[config.mk]
export PLATFORM = sky130hd
export DESIGN_NAME = bounce_motion_ctrl_flat
export DESIGN_NICKNAME = d
export VERILOG_FILES = /design/src/rtl/bounce_motion_if.sv /design/src/rtl/bounce_motion_ctrl.sv /design/src/flat_wrapper.sv
export SDC_FILE = /design/constraint.sdc
export NUM_CORES = 1
export LEC_CHECK = 0
export CORE_MARGIN = 8
export CORE_UTILIZATION = 45
export DETAILED_ROUTE_END_ITERATION = 12
export GPL_TIMING_DRIVEN = 1
export HOLD_SLACK_MARGIN = 0.12
export PLACE_DENSITY = 0.76
export SYNTH_ARGS = -nofsm -noshare
export SYNTH_HDL_FRONTEND = slang
export SYNTH_SLANG_ARGS = --single-unit
[constraint.sdc]
create_clock -name clk -period 2.82 [get_ports clk]
set_clock_uncertainty 0.2 [all_clocks]
set_input_delay 0.423 -clock clk [delete_from_list [all_inputs] [get_ports clk]]
set_output_delay 0.423 -clock clk [all_outputs]
set_load 0.05 [all_outputs]
[src/rtl/bounce_motion_if.sv]
// Signal bundle between the bounce motion engine and its surroundings.
// The master side supplies vsync and the run enable. The slave side (the
// motion engine) returns the logo position, the direction flags and the
// event outputs that the pixel renderer uses.
interface bounce_motion_if;
    logic       vsync;
    logic       run;
    logic [9:0] obj_x;
    logic [9:0] obj_y;
    logic       dir_x;
    logic       dir_y;
    logic       hit_x;
    logic       hit_y;
    logic       corner;
    logic       bg_flash;
    logic [7:0] bounce_cnt;

    modport master (
        output vsync,
        output run,
        input  obj_x,
        input  obj_y,
        input  dir_x,
        input  dir_y,
        input  hit_x,
        input  hit_y,
        input  corner,
        input  bg_flash,
        input  bounce_cnt
    );

    modport slave (
        input  vsync,
        input  run,
        output obj_x,
        output obj_y,
        output dir_x,
        output dir_y,
        output hit_x,
        output hit_y,
        output corner,
        output bg_flash,
        output bounce_cnt
    );
endinterface

[src/rtl/bounce_motion_ctrl.sv]
// Per-frame motion engine for the bouncing logo.
// A frame tick is taken from the leading edge of vsync. Every FRAME_DIV
// ticks the logo moves STEP pixels on each axis. It reflects off the padded
// screen edges. Each reflection produces a one-cycle hit or corner pulse,
// a background flash that lasts a fixed number of frames, and a saturating
// bounce count. Position changes only on move edges. The renderer therefore
// sees stable coordinates for the whole visible region.
module bounce_motion_ctrl #(
    parameter int H_VISIBLE    = 640,
    parameter int V_VISIBLE    = 480,
    parameter int OBJ_W        = 93,
    parameter int OBJ_H        = 50,
    parameter int PAD          = 50,
    parameter int STEP         = 1,
    parameter int FRAME_DIV    = 2,
    parameter int FLASH_FRAMES = 8,
    parameter bit VS_POL       = 1'b0,
    parameter int X_INIT       = 50,
    parameter int Y_INIT       = 50
) (
    input  logic            clk,
    input  logic            rst_n,
    bounce_motion_if.slave  bus
);

    // Edge limits and step size. They are held in 11 bits so that
    // pos + STEP cannot wrap before it is compared with the limit.
    localparam logic [10:0] XMIN   = 11'(PAD);
    localparam logic [10:0] XMAX   = 11'(H_VISIBLE - PAD - OBJ_W);
    localparam logic [10:0] YMIN   = 11'(PAD);
    localparam logic [10:0] YMAX   = 11'(V_VISIBLE - PAD - OBJ_H);
    localparam logic [10:0] STEP11 = 11'(STEP);

    localparam int          DIV_W    = (FRAME_DIV > 1) ? $clog2(FRAME_DIV) : 1;
    localparam logic [DIV_W-1:0] DIV_LAST = DIV_W'(FRAME_DIV - 1);
    localparam logic [7:0]  FLASH_LOAD = 8'(FLASH_FRAMES);

    // Frame-tick detection
    logic             vs_q;
    logic             tick_q;
    logic             vs_active;

    // Motion state
    logic [DIV_W-1:0] div_q, div_d;
    logic [9:0]       x_q, x_d;
    logic [9:0]       y_q, y_d;
    logic             dir_x_q, dir_x_d;
    logic             dir_y_q, dir_y_d;

    // Event outputs
    logic             hit_x_q, hit_x_d;
    logic             hit_y_q, hit_y_d;
    logic             corner_q, corner_d;
    logic [7:0]       flash_q, flash_d;
    logic             bg_flash_q;
    logic [7:0]       cnt_q, cnt_d;

    // Intermediate move results
    logic             move;
    logic [12:0]      x_step, y_step;
    logic             any_hit;

    // Moves one axis by one step and reflects at the limits.
    // Returns {hit, new_dir, new_pos[10:0]}. If the step would reach or pass
    // an edge, the position clamps to that edge. The logo never goes past
    // an edge, and the position never underflows.
    function automatic logic [12:0] axis_step(
        input logic [10:0] pos,
        input logic        dir,
        input logic [10:0] lo,
        input logic [10:0] hi
    );
        logic [12:0] r;
        if (dir) begin
            if (pos + STEP11 >= hi) r = {1'b1, 1'b0, hi};
            else                    r = {1'b0, 1'b1, pos + STEP11};
        end else begin
            if (pos <= lo + STEP11) r = {1'b1, 1'b1, lo};
            else                    r = {1'b0, 1'b0, pos - STEP11};
        end
        return r;
    endfunction

    assign vs_active = (bus.vsync == VS_POL);

    // Tick on the first cycle that vsync is seen active. After reset, vs_q
    // starts at the active level. A reset released during vsync then waits
    // for the next full vsync assertion before it ticks.
    always_ff @(posedge clk or negedge rst_n) begin
        if (!rst_n) begin
            vs_q   <= VS_POL;
            tick_q <= 1'b0;
        end else begin
            vs_q   <= bus.vsync;
            tick_q <= vs_active && (vs_q != VS_POL);
        end
    end

    // Next-state logic: prescaler, movement and reflection on each axis,
    // hit events, flash countdown and bounce count.
    always_comb begin
        move    = tick_q && bus.run && (div_q == DIV_LAST);
        x_step  = axis_step({1'b0, x_q}, dir_x_q, XMIN, XMAX);
        y_step  = axis_step({1'b0, y_q}, dir_y_q, YMIN, YMAX);

        div_d   = div_q;
        x_d     = x_q;
        y_d     = y_q;
        dir_x_d = dir_x_q;
        dir_y_d = dir_y_q;
        hit_x_d = 1'b0;
        hit_y_d = 1'b0;

        // The prescaler only advances on ticks while running, so a pause
        // keeps the frame phase at which motion stopped.
        if (tick_q && bus.run) begin
            if (move) div_d = '0;
            else      div_d = div_q + 1'b1;
        end

        if (move) begin
            x_d     = x_step[9:0];
            dir_x_d = x_step[11];
            hit_x_d = x_step[12];
            y_d     = y_step[9:0];
            dir_y_d = y_step[11];
            hit_y_d = y_step[12];
        end

        any_hit  = hit_x_d || hit_y_d;
        corner_d = hit_x_d && hit_y_d;

        // Count a move once, even when both axes reflect, and stop at 255.
        cnt_d = cnt_q;
        if (any_hit && (cnt_q != 8'hFF)) cnt_d = cnt_q + 8'd1;

        // A new hit reloads the flash counter, and the reload wins over the
        // countdown on the same edge. The countdown runs on every frame,
        // even while paused, so the flash always ends.
        flash_d = flash_q;
        if (any_hit)                          flash_d = FLASH_LOAD;
        else if (tick_q && (flash_q != 8'd0)) flash_d = flash_q - 8'd1;
    end

    // State registers. Reset asynchronously restores the power-up position
    // and clears every event output.
    always_ff @(posedge clk or negedge rst_n) begin
        if (!rst_n) begin
            div_q      <= '0;
            x_q        <= 10'(X_INIT);
            y_q        <= 10'(Y_INIT);
            dir_x_q    <= 1'b1;
            dir_y_q    <= 1'b1;
            hit_x_q    <= 1'b0;
            hit_y_q    <= 1'b0;
            corner_q   <= 1'b0;
            flash_q    <= 8'd0;
            bg_flash_q <= 1'b0;
            cnt_q      <= 8'd0;
        end else begin
            div_q      <= div_d;
            x_q        <= x_d;
            y_q        <= y_d;
            dir_x_q    <= dir_x_d;
            dir_y_q    <= dir_y_d;
            hit_x_q    <= hit_x_d;
            hit_y_q    <= hit_y_d;
            corner_q   <= corner_d;
            flash_q    <= flash_d;
            bg_flash_q <= (flash_d != 8'd0);
            cnt_q      <= cnt_d;
        end
    end

    assign bus.obj_x      = x_q;
    assign bus.obj_y      = y_q;
    assign bus.dir_x      = dir_x_q;
    assign bus.dir_y      = dir_y_q;
    assign bus.hit_x      = hit_x_q;
    assign bus.hit_y      = hit_y_q;
    assign bus.corner     = corner_q;
    assign bus.bg_flash   = bg_flash_q;
    assign bus.bounce_cnt = cnt_q;

endmodule

[src/flat_wrapper.sv]
// flat-port wrapper written by rule: the top's interface ports become plain ports
module bounce_motion_ctrl_flat 
#(
    parameter int H_VISIBLE    = 640,
    parameter int V_VISIBLE    = 480,
    parameter int OBJ_W        = 93,
    parameter int OBJ_H        = 50,
    parameter int PAD          = 50,
    parameter int STEP         = 1,
    parameter int FRAME_DIV    = 2,
    parameter int FLASH_FRAMES = 8,
    parameter bit VS_POL       = 1'b0,
    parameter int X_INIT       = 50,
    parameter int Y_INIT       = 50
)
  (clk, rst_n, bus_vsync, bus_run, bus_obj_x, bus_obj_y, bus_dir_x, bus_dir_y, bus_hit_x, bus_hit_y, bus_corner, bus_bg_flash, bus_bounce_cnt);
  bounce_motion_if bus_i ();
  input  logic clk;
  input  logic rst_n;
  input wire logic [$bits(bus_i.vsync)-1:0] bus_vsync;
  input wire logic [$bits(bus_i.run)-1:0] bus_run;
  output wire logic [$bits(bus_i.obj_x)-1:0] bus_obj_x;
  output wire logic [$bits(bus_i.obj_y)-1:0] bus_obj_y;
  output wire logic [$bits(bus_i.dir_x)-1:0] bus_dir_x;
  output wire logic [$bits(bus_i.dir_y)-1:0] bus_dir_y;
  output wire logic [$bits(bus_i.hit_x)-1:0] bus_hit_x;
  output wire logic [$bits(bus_i.hit_y)-1:0] bus_hit_y;
  output wire logic [$bits(bus_i.corner)-1:0] bus_corner;
  output wire logic [$bits(bus_i.bg_flash)-1:0] bus_bg_flash;
  output wire logic [$bits(bus_i.bounce_cnt)-1:0] bus_bounce_cnt;
  assign bus_i.vsync = bus_vsync;
  assign bus_i.run = bus_run;
  assign bus_obj_x = bus_i.obj_x;
  assign bus_obj_y = bus_i.obj_y;
  assign bus_dir_x = bus_i.dir_x;
  assign bus_dir_y = bus_i.dir_y;
  assign bus_hit_x = bus_i.hit_x;
  assign bus_hit_y = bus_i.hit_y;
  assign bus_corner = bus_i.corner;
  assign bus_bg_flash = bus_i.bg_flash;
  assign bus_bounce_cnt = bus_i.bounce_cnt;
  bounce_motion_ctrl #(.H_VISIBLE(H_VISIBLE), .V_VISIBLE(V_VISIBLE), .OBJ_W(OBJ_W), .OBJ_H(OBJ_H), .PAD(PAD), .STEP(STEP), .FRAME_DIV(FRAME_DIV), .FLASH_FRAMES(FLASH_FRAMES), .VS_POL(VS_POL), .X_INIT(X_INIT), .Y_INIT(Y_INIT)) u_core (.clk(clk), .rst_n(rst_n), .bus(bus_i));
endmodule
-- Yosys cells after proc, flatten, opt, wreduce, memory -nomap -nowiden
Cells that the tools add are included.
- input bits: 4
- logic and storage cells: 46
- output and inout bits: 34
- register bits after elaboration: 45
- reduce and logical (&&, ||, !) cells: 9
- mux-type cells: 11
- equal/unequal tests: 1
- bitwise logic cells: 1
- order comparisons: 4
- $add $sub $neg: 7
- operators with widths (cell ; number):
    two-way mux 13 bit ; 6
    adder 10 x 1 -> 11 bit (second input constant) ; 2
    greater-or-equal comparator 11 x 9 -> 1 bit (second input constant) ; 2
    subtractor 10 x 1 -> 11 bit (second input constant) ; 2
    less-or-equal comparator 10 x 6 -> 1 bit (second input constant) ; 2
    two-way mux 8 bit ; 2
    nonzero test 8 bit ; 2
    adder 8 x 1 -> 8 bit (second input constant) ; 1
    != test 8 bit (second input constant) ; 1
    subtractor 8 x 1 -> 8 bit (second input constant) ; 1
    logical AND 1 bit ; 6
    two-way mux 1 bit ; 3
    adder 1 bit (second input constant) ; 1
    logical OR 1 bit ; 1
    NOT 1 bit ; 1

-- Longest topological paths before layout
Gate-level depths: netlist (run 1).
- word-level depth: 8
- mapped depth: 9
- depth with buffers taken out: 9

-- Worst setup path before layout (run 1)
No wires, ideal clock.
- path type: flip-flop to flip-flop
- from: register u_core.x_q[0], in the netlist u_core.bus.obj_x[0]
- to: register u_core.cnt_q[1], in the netlist u_core.bus.bounce_cnt[1]
- setup slack: -260 ps
- cell stages (with the launch flop): 9
- setup time: 125 ps
- arrival: 2756 ps
- period minus slack after synthesis: 3080 ps
- path buffers: 0
- cells stage by stage: dfrtp_1 > ha_1 > nand3_2 > or2_2 > xor2_1 > o311ai_2 > nand4_2 > a21boi_2 > mux2_2
- longest elaborated chain between the ends: 7
- ends and longest elaborated chain (item ; line ; text):
    start, declared ; bounce_motion_ctrl.sv:45 ; logic [9:0] x_q, x_d;
    start signal, assigned ; bounce_motion_ctrl.sv:150 ; x_q <= 10'(X_INIT);
    adder 10 x 1 -> 11 bit ; bounce_motion_ctrl.sv:75 ; if (pos + STEP11 >= hi) r = {1'b1, 1'b0, hi};
    greater-or-equal comparator 11 x 9 -> 1 bit ; bounce_motion_ctrl.sv:75 ;
    two-way mux 13 bit ; bounce_motion_ctrl.sv:75 ;
    two-way mux 13 bit (*) ; bounce_motion_ctrl.sv:74 ; if (dir) begin
    two-way mux 1 bit (*) ; bounce_motion_ctrl.sv:121 ; if (move) begin
    logical OR 1 bit (*) ; bounce_motion_ctrl.sv:130 ; any_hit = hit_x_d || hit_y_d;
    logical AND 1 bit (*) ; bounce_motion_ctrl.sv:135 ; if (any_hit && (cnt_q != 8'hFF)) cnt_d = cnt_q + 8'd1;
    end signal, assigned ; bounce_motion_ctrl.sv:171 ; cnt_q <= cnt_d;
    end, declared ; bounce_motion_ctrl.sv:56 ; logic [7:0] cnt_q, cnt_d;
Mark *: on every way between the ends. The rest lies on a longest branch, timed or not.
A chain may end at the register's enable or synchronous reset.

-- Worst setup path after layout (run 1)
- from: register u_core.x_q[1], in the netlist u_core.bus.obj_x[1]
- to: register u_core.x_q[0], in the netlist u_core.bus.obj_x[0]
- longest elaborated chain between the ends: 4
- ends and longest elaborated chain (item ; line):
    adder 10 x 1 -> 11 bit ; bounce_motion_ctrl.sv:75
    greater-or-equal comparator 11 x 9 -> 1 bit ; bounce_motion_ctrl.sv:75
    two-way mux 13 bit ; bounce_motion_ctrl.sv:75
    two-way mux 13 bit (*) ; bounce_motion_ctrl.sv:74
Marked as above.

==> results.cfg, run 1 <==
[run_status]
status = completed

[floorplanning]
die_y_um = 98.0
start_util_pct = 45.5
io_pins = 38
die-area_um2 = 9600
die_w_um = 98.0
core_um2 = 6640
fp-row-count = 30

[setup_path]
crit_path_max_incr_delay_ns = 0.66
worstSetupPathType = reg2reg
critPathSlowestCell = dfstp_4
rr_startpoint = u_core.bus.obj_x[1]
path_cells = ha_4, nand3_4, or2_4, xor2_2, o31a_1, or2_2, a221o_1, o21ai_0
cp.required_ns = 2.84
crit_path_end_kind = flip-flop
path_delay_family = simple AND/OR/NAND/NOR gates
arrival_ns = 2.76
critical_path.startpoint = u_core.bus.obj_x[1]
critPathMaxFanout = 7
start_kind = flip-flop
cp_num_buf_inv = 0

[placement]
gp_congestion = 0.962
port_buffers = 37
dp_hpwl_mm = 5.40

[pwr]
power.total_mw = 3.52
cellPowerDensity_nw_per_um2 = 936
p_leak_nw = 1.53
vdd_drop_max_mv = 0.489

[global_routing]
overflow = 0
grt_use_total_pct = 15.4
antenna_found_initial = 0
grt_pass1_wl_mm = 12.5
grt_max_degree = 46
grt_pass1_vias = 2599

[clock_network]
worstSkewPairLatency_ns = 0.31
clkTransAtPathRegs_ns = 0.09
cts_tree = built
cts.sinks = 45
cts_buffers = 5
htree_num_levels = 2
cts_root_buffer = clkbuf_8
cts.path.max_buffers = 2

[routing]
drc = 0
route.detailed.wl_per_inst_um = 15.9
drt_wl_total_mm = 7.53
drt_iter0_markers = 203
ant_nets = 0
avgViaCountPerCell = 5.85
dr.pass1.iters = 4
vias = 2768

[synthesis]
yosysUniqueCellTypes = 62
ys.flop_type = dfrtp_1
syn_avg_cell_area_um2 = 8.69
async_flop_share_pct = 100
yosysWarnings = 0
syn_area_um2 = 3020
synth_seq_cells = 45
yosysTopAreaCell = dfrtp_1
seq_area_frac_synth_pct = 37.6
synth_top_area_share_pct = 30.6
synthCells = 348
synth-edff-count = 0
synthTopCellsByArea = dfrtp_1 (31%), dfstp_2 (7.0%), nand2_1 (4.3%)
synth_fp_nets = 359

[finish]
final_cell_mix = clkdlybuf4s50_1 (36), dfrtp_1 (36), nand2_1 (35)
fin_nets = 403
nFillCells = 578
n_antenna_cell = 0
area_delta_synth_final_pct = 24.5
drive_gt1_share_pct = 16.3

[timing]
finalCritPeriodShare_pct = 97.3
relSlewSlack_pct = 59.7
slew_viol_final = 0
finalSetupViolCount = 0
fmax_mhz = 364
whs_ns = 0.271
layout_min_cycle_time_ns = 2.74
worst_pin_slew_ns = 0.603
rsz0062_at_grt = yes
hold_violations = 0

[min_path]
hp-class = reg2reg
min_from = u_core.vs_q

[job]
max-cap-violations = 0
## worst register-to-register path: stages, from the launching register on
cell and delay [ns]:
dfstp_4 0.66, ha_4 0.16, nand3_4 0.12, or2_4 0.29, xor2_2 0.17, o31a_1 0.35
or2_2 0.33, a221o_1 0.31, o21ai_0 0.08
## through the flow
| stage | utilization, % | instances | setup TNS [ns] | cell area, µm² | setup slack (ns) |
|---|---|---|---|---|---|
| after floorplan | - | 348 | 0 | 3080 | 0.00288 |
| after global placement | 53.6 | 461 | 0 | 3560 | 0.118 |
| after detailed placement | 53.6 | 461 | 0 | 3560 | 0.0462 |
| after CTS | 55.3 | 470 | 0 | 3670 | 0.0546 |
| after global routing | 56.6 | 473 | -0.0218 | 3760 | -0.00755 |
| final | 56.6 | 473 | 0 | 3760 | 0.0757 |
## flip-flops by register name, summed over array words and instances, names as in the netlist, 8 cells and up
signal,flops
u_core.bus.bounce_cnt,8
u_core.flash_q,8
u_core.bus.obj_y,10
u_core.bus.obj_x,10
## layout make-up
| cell class | instances | area [µm²] | area share [%] |
|---|---|---|---|
| clock inverter | 3 | 28.8 | 0.765 |
| tap | 80 | 100 | 2.66 |
| inverter | 17 | 63.8 | 1.70 |
| timing repair buffer | 57 | 522 | 13.9 |
| sequential | 45 | 1140 | 30.4 |
| clock buffer | 5 | 68.8 | 1.83 |
| multi-input combinational | 266 | 1840 | 48.8 |
## report_power, final
| group | switching (mW) | internal [mW] | total [mW] |
|---|---|---|---|
| registers | 0.350 | 0.878 | 1.23 |
| logic | 1.14 | 0.707 | 1.85 |
| clock network | 0.258 | 0.187 | 0.445 |
## synth_stat cells (3+ instances only)
library cell,instances
dfstp_2,8
nor3_1,9
a21o_1,3
inv_1,17
ha_1,7
dfrtp_1,37
o22a_1,5
o21a_1,3
and2_1,4
nand3_1,13
xor2_1,11
o21ai_0,22
buf_2,8
xnor2_1,13
or2_2,5
o211ai_1,3
or3_1,4
nand4_1,8
a22o_1,5
nand2b_1,5
nor2_1,27
o31ai_1,3
nor4_1,5
and3_1,4
a21oi_1,25
a31oi_1,6
clkbuf_1,8
nand2_1,35
buf_4,3
## what timing repair did
item	4_1_cts	5_1_grt
resized for setup	0	12
setup buffers	0	3
hold buffers	1	0
setup endpoints to repair	0	8
hold endpoints to repair	37	0
## kinds of logic after synthesis
family                   share of synthesized area, %
AO/OA/AOI/OAI                                    23.4
XOR/XNOR                                         6.95
adder cells (fa/ha/maj)                          2.90
buffers and inverters                            5.34
flip-flops                                       37.6
multiplexers                                     1.08
AND/OR/NAND/NOR                                  22.8
## final timing paths
| check | end | depth (start not counted) | slack, ns |
|---|---|---|---|
| worst max-delay path | u_core.bus.obj_x[0] | 8 | 0.08 |
| worst min-delay path | u_core.tick_q | 1 | 0.27 |
| worst max register to register | u_core.bus.obj_x[0] | 8 | 0.08 |
| worst min register to register | u_core.tick_q | 1 | 0.27 |
| max in group asynchronous | u_core.bus.obj_x[0] | 3 | 1.46 |
| min in group asynchronous | u_core.bus.obj_x[2] | 3 | 0.52 |
## metal layers
metal  track usage, %  vias up  part of all wire [%]
met5                0        -                     0
met4             4.68        0                   1.3
met3             3.49       10                   6.3
met2             24.9       95                    48
met1             19.8     1311                    44
li1                 -     1352                     -
(Power assumes the default switching activity.)
==> run 2: changes to the inputs <==
Settings changed: MAX_ROUTING_LAYER set to met4.
==> run 2 against run 1 <==
Fmax is 0.90% lower. Sequential power hardly changed. Largest power group unchanged. Final cell count is 0.63% higher. Critical endpoint is now u_core.bus.bounce_cnt[6]. Largest cell class unchanged. Via count is 2.2% higher.
==> results.cfg, run 2 (synthesized netlist as in run 1, its figures left out) <==
[placement]
place_inst = 462
port_buffers = 37
place_area_um2 = 3570
dp_hpwl_mm = 5.57
gp_congestion = 0.969

[routing]
avgViaCountPerCell = 5.95
drc = 0
route.detailed.wl_per_inst_um = 16.7
dr.pass1.iters = 8
vias = 2830
drt_wl_total_mm = 7.94
drt_iter0_markers = 262
ant_nets = 0

[timing]
fmax_mhz = 361
rsz0062_at_grt = yes
layout_min_cycle_time_ns = 2.77
worst_pin_slew_ns = 0.623
hold_violations = 0
finalCritPeriodShare_pct = 98.2
finalSetupViolCount = 0
relSlewSlack_pct = 58.3
slew_viol_final = 0

[finish]
fin_area_um2 = 3820
drive_gt1_share_pct = 17.4
area_delta_synth_final_pct = 26.4
fin_nets = 406
fin_cells = 476
n_antenna_cell = 0
final_cell_mix = clkdlybuf4s50_1 (36), dfrtp_1 (36), nand2_1 (34)

[setup_path]
cp.required_ns = 2.81
critPathMaxFanout = 6
worstSetupPathType = reg2reg
arrival_ns = 2.76
start_kind = flip-flop
crit_path_end_kind = flip-flop
r2r_slack_ns = 0.05

[floorplanning]
start_util_pct = 45.5
io_pins = 38
core_um2 = 6640
die-area_um2 = 9600
die_w_um = 98.0
die_y_um = 98.0
fp-row-count = 30

[pwr]
combPwrFrac_pct = 51.1
power_frac_clock_pct = 16.0
p_seq_share_pct = 32.9
vdd_drop_max_mv = 0.375
switching_share_pct = 47.3
power.total_mw = 3.68
p_sw_mw = 1.74
cellPowerDensity_nw_per_um2 = 964
p_int_mw = 1.94
p_leak_nw = 1.56

[clock_network]
cts.path.max_buffers = 2
cts_root_buffer = clkbuf_8
cts.sinks = 45
htree_num_levels = 2
cts_tree = built
clkTransAtPathRegs_ns = 0.09
cts_buffers = 5
worstSkewPairLatency_ns = 0.31

[global_routing]
overflow = 0
grt_use_total_pct = 17.0
grt_pass1_vias = 2733
antenna_found_initial = 0
grt_max_degree = 46
grt_pass1_wl_mm = 13.2

[job]
max-cap-violations = 0

[run_status]
status = completed

[min_path]
hp-class = reg2reg
## run 2: routing by layer
metal  part of all wire [%]  track usage, %  up-vias
li1                       -               -     1353
met1                     44            20.8     1360
met2                     49            27.3      110
met3                    6.4            3.27        7
met4                    1.2            5.88        0
met5                      0               -        -
## run 2: cell type report
type / count / area [µm²]
clock buffer: 5 / 68.8
clock inverter: 3 / 65.1
fill: 581 / 2820
inverter: 17 / 63.8
multi-input combinational: 266 / 1830
sequential: 45 / 1140
tap: 80 / 100
timing repair buffer: 60 / 548
## run 2: power by group through the flow
stage               clock, mW  combinational (mW)  sequential [mW]
finish                  0.591                1.88             1.21
floorplan                   0               0.999             1.48
detailed placement          0                1.82             1.21
global placement            0                1.78             1.21
global route            0.625                2.03             1.25
CTS                     0.604                1.84             1.21
## run 2: critical path, cell delays in order (launching register included)
cell and delay, ns:
dfstp_4 0.63, ha_4 0.18, nand3_2 0.11, o41ai_4 0.40, and3b_1 0.25, o31ai_4 0.37, buf_6 0.17, a21oi_2 0.05
mux2_4 0.29
## run 2: metrics by stage
stage          hold slack (ns)  setup slack [ns]  setup TNS (ns)  util (%)
2_1_floorplan          -0.0726           0.00288               0         -
3_5_place_dp             0.249          -0.00564        -0.00564      53.7
6_report                 0.264            0.0508               0      57.5
3_3_place_gp             0.248             0.110               0      53.7
5_1_grt                  0.316           -0.0238         -0.0640      57.5
4_1_cts                  0.269          0.000637               0      56.1
## run 2: what timing repair did
action                                  CTS  global route
resized for setup                         1            14
hold buffers                              1             0
buffers inserted                          1             4
endpoints found under the setup margin    1            20
hold endpoints to repair                 37             0
cloned                                    0             0
pin swaps                                 1             3
## run 2: worst paths after layout
| check | to | cells past startpoint | start |
|---|---|---|---|
| worst min-delay path | u_core.tick_q | 1 | u_core.vs_q |
| min in group asynchronous | u_core.bus.obj_x[9] | 3 | rst_n |
| max in group asynchronous | u_core.bus.obj_x[0] | 3 | rst_n |
| worst min register to register | u_core.tick_q | 1 | u_core.vs_q |
| worst max register to register | u_core.bus.bounce_cnt[6] | 8 | u_core.bus.obj_y[1] |
| worst max-delay path | u_core.bus.bounce_cnt[6] | 8 | u_core.bus.obj_y[1] |
